==> config.mk <==
export PLATFORM = sky130hd
export DESIGN_NAME = gpio_ctrl
export DESIGN_NICKNAME = d
export VERILOG_FILES = /design/src/rtl/gpio_ctrl.sv
export SDC_FILE = /design/constraint.sdc
export NUM_CORES = 1
export LEC_CHECK = 0
export ABC_AREA = 1
export ABC_CLOCK_PERIOD_IN_PS = 1400
export CAP_MARGIN = 40
export CORE_MARGIN = 3
export CORE_UTILIZATION = 30
export CTS_BUF_LIST = sky130_fd_sc_hd__clkbuf_4
export CTS_CLUSTER_DIAMETER = 120
export CTS_CLUSTER_SIZE = 20
export DETAILED_ROUTE_END_ITERATION = 7
export GPL_TIMING_DRIVEN = 1
export PLACE_DENSITY = 0.52
export SETUP_SLACK_MARGIN = 0.1
export SLEW_MARGIN = 10
export SYNTH_ARGS = -nofsm -noshare
export SYNTH_HDL_FRONTEND = slang
export SYNTH_SLANG_ARGS = --single-unit
==> constraint.sdc <==
create_clock -name clk -period 1.4 [get_ports clk]
set_input_delay 0.14 -clock clk [delete_from_list [all_inputs] [get_ports clk]]
set_output_delay 0.14 -clock clk [all_outputs]
set_load 0.005 [all_outputs]
==> src/rtl/gpio_ctrl.sv <==
// Purpose : GPIO peripheral with 2-flop synchronised, debounced inputs, sticky edge flags with a
//           maskable level interrupt, a core-writable LED output latch and a programmable tick strobe.
// Latency : input change to IN register is 2+DEB_CYCLES clocks; register writes land on the write edge;
//           rdata is combinational from addr. There is no backpressure: every write is accepted at once.
//
// Ports:
//   clk     - system clock; all state changes on its rising edge
//   rst     - asynchronous reset, active low (0 = reset)
//   gpio_i  - raw asynchronous inputs (switches), IN_W bits
//   gpio_o  - output latch (LEDs), OUT_W bits
//   addr    - register word index: 0 IN, 1 OUT, 2 EDGE, 3 MASK, 4 DIV, 5..7 reserved
//   we      - write strobe, sampled on clk
//   wdata   - write data
//   rdata   - read data, combinational from addr; unused bits read 0
//   irq_o   - level interrupt: OR of (EDGE & MASK)
//   tick_o  - registered one-cycle enable strobe, once every div+1 cycles

module gpio_ctrl #(
    parameter int unsigned       IN_W         = 9,
    parameter int unsigned       OUT_W        = 9,
    parameter int unsigned       DEB_CYCLES   = 4,
    parameter int unsigned       DIV_W        = 26,
    parameter logic [DIV_W-1:0]  TICK_DIV_RST = DIV_W'(49999999),
    parameter logic [OUT_W-1:0]  OUT_RST      = '0
) (
    input  logic             clk,
    input  logic             rst,
    input  logic [IN_W-1:0]  gpio_i,
    output logic [OUT_W-1:0] gpio_o,
    input  logic [2:0]       addr,
    input  logic             we,
    input  logic [31:0]      wdata,
    output logic [31:0]      rdata,
    output logic             irq_o,
    output logic             tick_o
);

    // Debounce counter only has to reach DEB_CYCLES-1.
    localparam int unsigned      CNT_W    = (DEB_CYCLES > 1) ? $clog2(DEB_CYCLES) : 1;
    localparam logic [CNT_W-1:0] CNT_LAST = CNT_W'(DEB_CYCLES - 1);

    localparam logic [2:0] A_IN   = 3'd0;
    localparam logic [2:0] A_OUT  = 3'd1;
    localparam logic [2:0] A_EDGE = 3'd2;
    localparam logic [2:0] A_MASK = 3'd3;
    localparam logic [2:0] A_DIV  = 3'd4;

    // ------------------------------------------------------------------
    // Input synchroniser and debounce
    // ------------------------------------------------------------------
    logic [IN_W-1:0]  meta;
    logic [IN_W-1:0]  sync;
    logic [IN_W-1:0]  stable;
    logic [CNT_W-1:0] deb_cnt [IN_W];

    logic [IN_W-1:0]  accept;
    logic [IN_W-1:0]  rise_set;
    logic [IN_W-1:0]  fall_set;

    always_ff @(posedge clk or negedge rst) begin
        if (!rst) begin
            meta <= '0;
            sync <= '0;
        end else begin
            meta <= gpio_i;
            sync <= meta;
        end
    end

    // A bit is accepted on the edge where it has disagreed with stable for
    // DEB_CYCLES consecutive samples; any agreement in between restarts the count.
    always_comb begin
        accept = '0;
        for (int i = 0; i < IN_W; i++) begin
            accept[i] = (sync[i] != stable[i]) && (deb_cnt[i] == CNT_LAST);
        end
        rise_set = accept & sync;
        fall_set = accept & ~sync;
    end

    always_ff @(posedge clk or negedge rst) begin
        if (!rst) begin
            stable <= '0;
            for (int i = 0; i < IN_W; i++) begin
                deb_cnt[i] <= '0;
            end
        end else begin
            for (int i = 0; i < IN_W; i++) begin
                if (sync[i] == stable[i]) begin
                    deb_cnt[i] <= '0;
                end else if (accept[i]) begin
                    stable[i]  <= sync[i];
                    deb_cnt[i] <= '0;
                end else begin
                    deb_cnt[i] <= deb_cnt[i] + 1'b1;
                end
            end
        end
    end

    // ------------------------------------------------------------------
    // Register write decode
    // ------------------------------------------------------------------
    logic wr_out;
    logic wr_edge;
    logic wr_mask;
    logic wr_div;

    assign wr_out  = we && (addr == A_OUT);
    assign wr_edge = we && (addr == A_EDGE);
    assign wr_mask = we && (addr == A_MASK);
    assign wr_div  = we && (addr == A_DIV);

    // Not every write-data bit maps to storage for every parameter set.
    logic unused_wdata;
    assign unused_wdata = ^wdata;

    // ------------------------------------------------------------------
    // Output latch
    // ------------------------------------------------------------------
    always_ff @(posedge clk or negedge rst) begin
        if (!rst) begin
            gpio_o <= OUT_RST;
        end else if (wr_out) begin
            gpio_o <= wdata[OUT_W-1:0];
        end
    end

    // ------------------------------------------------------------------
    // Sticky edge flags and interrupt mask
    // ------------------------------------------------------------------
    logic [IN_W-1:0] rise;
    logic [IN_W-1:0] fall;
    logic [IN_W-1:0] mask_rise;
    logic [IN_W-1:0] mask_fall;
    logic [IN_W-1:0] rise_clr;
    logic [IN_W-1:0] fall_clr;

    always_comb begin
        rise_clr = '0;
        fall_clr = '0;
        if (wr_edge) begin
            rise_clr = wdata[IN_W-1:0];
            fall_clr = wdata[16 +: IN_W];
        end
    end

    // Set is OR-ed in after the clear so a new edge wins over a same-cycle W1C.
    always_ff @(posedge clk or negedge rst) begin
        if (!rst) begin
            rise <= '0;
            fall <= '0;
        end else begin
            rise <= (rise & ~rise_clr) | rise_set;
            fall <= (fall & ~fall_clr) | fall_set;
        end
    end

    always_ff @(posedge clk or negedge rst) begin
        if (!rst) begin
            mask_rise <= '0;
            mask_fall <= '0;
        end else if (wr_mask) begin
            mask_rise <= wdata[IN_W-1:0];
            mask_fall <= wdata[16 +: IN_W];
        end
    end

    // Straight from flops: drops the cycle after the last enabled flag goes away.
    assign irq_o = |((rise & mask_rise) | (fall & mask_fall));

    // ------------------------------------------------------------------
    // Tick generator (clock-enable strobe)
    // ------------------------------------------------------------------
    logic [DIV_W-1:0] div;
    logic [DIV_W-1:0] tick_cnt;

    // Counter walks 0..div; the strobe is registered on the wrap so it is high
    // for exactly one cycle per div+1. div=0 wraps every cycle, holding tick_o high.
    // A divisor write restarts the period and suppresses the strobe that cycle.
    always_ff @(posedge clk or negedge rst) begin
        if (!rst) begin
            div      <= TICK_DIV_RST;
            tick_cnt <= '0;
            tick_o   <= 1'b0;
        end else if (wr_div) begin
            div      <= wdata[DIV_W-1:0];
            tick_cnt <= '0;
            tick_o   <= 1'b0;
        end else if (tick_cnt == div) begin
            tick_cnt <= '0;
            tick_o   <= 1'b1;
        end else begin
            tick_cnt <= tick_cnt + 1'b1;
            tick_o   <= 1'b0;
        end
    end

    // ------------------------------------------------------------------
    // Read mux
    // ------------------------------------------------------------------
    always_comb begin
        rdata = '0;
        case (addr)
            A_IN: begin
                rdata[IN_W-1:0] = stable;
            end
            A_OUT: begin
                rdata[OUT_W-1:0] = gpio_o;
            end
            A_EDGE: begin
                rdata[IN_W-1:0]  = rise;
                rdata[16 +: IN_W] = fall;
            end
            A_MASK: begin
                rdata[IN_W-1:0]  = mask_rise;
                rdata[16 +: IN_W] = mask_fall;
            end
            A_DIV: begin
                rdata[DIV_W-1:0] = div;
            end
            default: begin
                rdata = '0;
            end
        endcase
    end

endmodule

== After elaboration in Yosys (flattened, before gate mapping) ==
Cells that the tools add are included.
Widths: inputs -> output; s select.
Storage, ports and cells
  register bits after elaboration: 143
  bits of input ports: 47
  output and inout bits: 43
  word-level logic and storage cells: 143
Cells by class
  $add $sub $neg: 10
  equality and inequality tests: 32
  muxes and demuxes: 28
  bitwise operators: 21
  reductions and logical operators: 24
Operators with widths (number)
  $and 9x9->9: 6
  $mux 26: 2
  $pmux 9 s5: 1
  $mux 2: 18
  $not 9->9: 3
  $or 9x9->9: 3
  $pmux 9 s3: 1
  $add 26x1->26 const B: 1
  $eq 26x26->1: 1
  $add 2x1->2 const B: 9
  $eq 2x2->1 const B: 9
  $mux 9: 2
  $reduce_and 2->1: 9
  $logic_and 1x1->1: 13
  $eq 1x1->1: 9
  $ne 1x1->1: 9
  $not 1->1: 9
  $reduce_or 9->1: 1
  $mux 7: 1
  $eq 3x2->1 const B: 2
  $eq 3x1->1 const B: 1
  $eq 3x3->1 const B: 1
  $logic_not 3->1: 1
  $mux 1: 3

== Longest topological paths before layout ==
  depth in word-level cells: 6
  depth in mapped cells: 10
  mapped depth without buffers: 9

== Worst setup path before layout ==
No wires, ideal clock.
  kind: reg2reg
  start: reg div[0]
  end: reg tick_cnt[5]
  setup time: 121 ps
  data arrival time: 1314 ps
  required time: 1279 ps
  path slack: -35 ps
  stages on the path, launching flop included: 11
  clock period less this slack: 1435 ps
  cell sequence: dfstp_2 -> inv_1 -> nand2_1 -> nand2_1 -> nor2_1 -> nand2_1 -> nor2_1 -> nand2_2 -> nor2_8 -> buf_6 -> nor2_1
Between the ends
  word-level cells in the longest chain between the ends: 3
RTL lines
  from (decl): line 175  | logic [DIV_W-1:0] div;
  from (signal assigned): line 187  | div <= wdata[DIV_W-1:0];
  $eq 26x26->1: line 190  | end else if (tick_cnt == div) begin
  $mux 26: line 190
  $mux 26: line 186  | end else if (wr_div) begin
  to (signal assigned): line 194  | tick_cnt <= tick_cnt + 1'b1;
  to (decl): line 176  | logic [DIV_W-1:0] tick_cnt;
No other way between the ends.
A chain may end at the register's enable or synchronous reset.

== Worst setup path after layout ==
  start: reg rise[3]
  end: out irq_o
Between the ends
  word-level cells in the longest chain between the ends: 3
RTL lines
  from (decl): line 132  | logic [IN_W-1:0] rise;
  from (signal assigned): line 154  | rise <= (rise & ~rise_clr) | rise_set;
  $and 9x9->9: line 170  | assign irq_o = |((rise & mask_rise) | (fall & mask_fall));
  $or 9x9->9: line 170
  $reduce_or 9->1: line 170
  to (decl): line 34  | output logic irq_o,
No other way between the ends.

==> flow_metrics.py <==
metrics = {
    "routing": {
        "vias": 6964,
        "drt-total-wl_mm": 22.3,
        "dr.pass1.iters": 5,
        "drtIter0Drc": 379,
        "wl_per_cell_um": 14.3,
        "drc": 0,
        "antenna_left": 0,
        "viasPerCell": 4.46,
    },
    "die": {
        "core_area_um2": 23000,
        "initial_core_util_pct": 31.0,
        "die_h_um": 160,
        "dieArea_um2": 25600,
        "pin_count": 90,
        "die_w_um": 160,
        "std_cell_rows": 55,
    },
    "worst_setup_path": {
        "criticalPathCategory": "reg2out",
        "critPathMaxStageDelay_ns": 0.42,
        "critPathArrivalTime_ns": 1.67,
        "worst_path_max_delay_cell": "dfrtp_1",
        "worstPathCellList": "nand2_1 > o21ai_2 > a221oi_2 > nand3_1 > buf_2",
        "crit_required_ns": 1.26,
        "end_kind": "output pin",
        "start_kind": "flip-flop",
        "crit_fanout": 2,
    },
    "sta": {
        "relSlewSlack_pct": 59.3,
        "clock.fmax_mhz": 552,
        "timing_hold_violations_final": 0,
        "tightestPinTransition_ns": 0.610,
        "min_period_ns": 1.81,
        "fin_skew_ns": 0.0225,
        "finalCritPeriodShare_pct": 129,
        "rsz0062_at_grt": "true",
        "slew_viol_final": 0,
        "fin_ws_ns": -0.413,
        "tns_ns": -15.80,
        "setup_viol": 53,
    },
    "placement": {
        "place.detailed.hpwl_mm": 16.6,
        "preCtsSetupSlack_ns": -0.776,
        "port_buffers": 77,
        "globalplace.congestion": 0.895,
    },
    "cells_and_area": {
        "multi_input_area_um2": 3290,
        "layout-drive-gt1-share_pct": 33.7,
        "regArea_um2": 3600,
        "layout_common_cells": "nand2_1, buf_4, dfrtp_1",
        "final_common_cell": "nand2_1",
        "filler_cell_count": 2351,
        "syn_to_final_growth_pct": 49.1,
        "nNetsFinal": 1291,
    },
    "logic_synthesis": {
        "synth.area.top_cells": "dfrtp_1, nand2_1, o21ai_0",
        "synth_warnings": 0,
        "synth-seq-cells": 143,
        "synthArstFlopShare_pct": 100,
        "synth_edf_count": 0,
        "avgSynthCellArea_um2": 7.51,
        "synth_cell_types": 31,
        "netlist_instances": 949,
        "synth_ff_type": "dfrtp_1",
        "synthesis.area_um2": 7130,
        "yosysTopAreaCellShare_pct": 43.9,
        "yosysTopAreaCell": "dfrtp_1",
        "seq_area_frac_synth_pct": 50.5,
    },
    "grt": {
        "grt_max_degree": 52,
        "grt.total_usage_pct": 17.6,
        "grt_pass1_wl_mm": 35.6,
        "grt_overflow_total": 0,
        "grt_pass1_vias": 6853,
        "grt_antenna_before_repair": 2,
    },
    "power": {
        "p_leak_nw": 5.31,
        "ir_worst_vdd_v": 0.000651,
        "p_per_area_nw_per_um2": 1290,
    },
    "job": {
        "drv_cap": 0,
    },
    "clock_tree": {
        "htreeDepth": 4,
        "cts_tree": "yes",
        "clkLatencyLatePin_ns": 0.59,
        "cts-root-buf": "clkbuf_4",
        "numClockSinks": 143,
        "path_clk_slew_ns": 0.14,
        "cts_made_buffers": 17,
        "cts_buffer_depth": 2,
    },
    "min_path": {
        "hold_path.class": "in2reg",
    },
    "outcome": {
        "violations": "setup timing",
        "status": "finished with violations",
    },
}
==> sequential cells by signal (all words and copies together), names as in the netlist <==
signal	flops
deb_cnt	18
div	26
fall	9
gpio_o	9
mask_fall	9
mask_rise	9
meta	9
rise	9
stable	9
sync	9
tick_cnt	26
tick_o	1
==> cell usage after synthesis, drive strengths merged (4+ instances only) <==
| cell | count |
|---|---|
| nand2 | 321 |
| inv | 128 |
| nor2 | 126 |
| dfrtp | 125 |
| o21ai | 104 |
| nand3 | 41 |
| dfstp | 18 |
| buf | 15 |
| nor3 | 11 |
| clkbuf | 10 |
| ha | 10 |
| o211ai | 9 |
| a21oi | 8 |
| nand4 | 5 |
| o22ai | 4 |
==> final timing paths <==
kind | startpoint | endpoint | slack [ns] | cells after the start
worst max-delay path | rise[3] | irq_o | -0.41 | 5
worst min-delay path | wdata[25] | div[25] | 0.08 | 3
worst max register to register | div[5] | tick_cnt[23] | -0.40 | 12
worst min register to register | meta[0] | sync[0] | 0.37 | 0
max in group asynchronous | rst | div[9] | 0.58 | 3
min in group asynchronous | rst | div[12] | 0.16 | 2
==> layer usage <==
layer,up-vias,part of all wire [%],global-route usage (%)
met5,-,0,0
met4,0,1.9,4.89
met3,22,4.2,3.89
met2,143,48,29.9
met1,3259,46,22.8
li1,3540,-,-
==> power breakdown <==
group          switching [W]  leakage (nW)  internal (W)
sequential          0.000631          1.77       0.00517
clock                0.00176         0.137      0.000930
combinational        0.00255          3.41       0.00264
==> stage by stage <==
step	area, um^2	instances	utilization [%]	total power, W	hold WS (ns)
2_1_floorplan	7150	954	-	0.00784	-0.156
3_3_place_gp	9510	1478	41.4	0.0102	0.0377
3_5_place_dp	9510	1478	41.4	0.0102	0.0363
4_1_cts	10400	1558	45.4	0.0136	0.0792
5_1_grt	10600	1561	46.2	0.0147	0.0470
6_report	10600	1561	46.2	0.0137	0.0841
==> timing repair <==
action | CTS | global route
gates cloned | 2 | 0
resized for setup | 292 | 50
endpoints found under the hold margin | 148 | 0
buffers inserted | 41 | 5
pin swaps | 58 | 13
hold buffers | 12 | 0
endpoints found under the setup margin | 72 | 75
==> critical path, delay by kind of cell, from the launching register on <==
kind	cells	cell delay, ns
and+or+nand+nor	2	0.24
buffers and inverters	1	0.15
DFF	1	0.42
AOI/OAI and AO/OA	2	0.29
==> area by class of cell <==
| cell class | instances | share of cell area (%) |
|---|---|---|
| diodes | 2 | 0.0471 |
| well taps | 313 | 3.69 |
| clock buffers | 17 | 1.20 |
| clock inverters | 14 | 1.35 |
| flip-flops and latches | 143 | 33.9 |
| multi-input cells | 658 | 30.9 |
| inverters | 128 | 4.54 |
| repair buffers | 286 | 24.3 |
==> cells by family after synthesis <==
logic type / share of synthesized area [%]
compound gates: 9.89
xor+xnor: 0.369
fa+ha+maj: 1.76
buf+inv: 8.71
flops: 50.5
other cells: 0.0526
simple gates: 28.7
No activity file was read; power rests on OpenSTA's default activity.
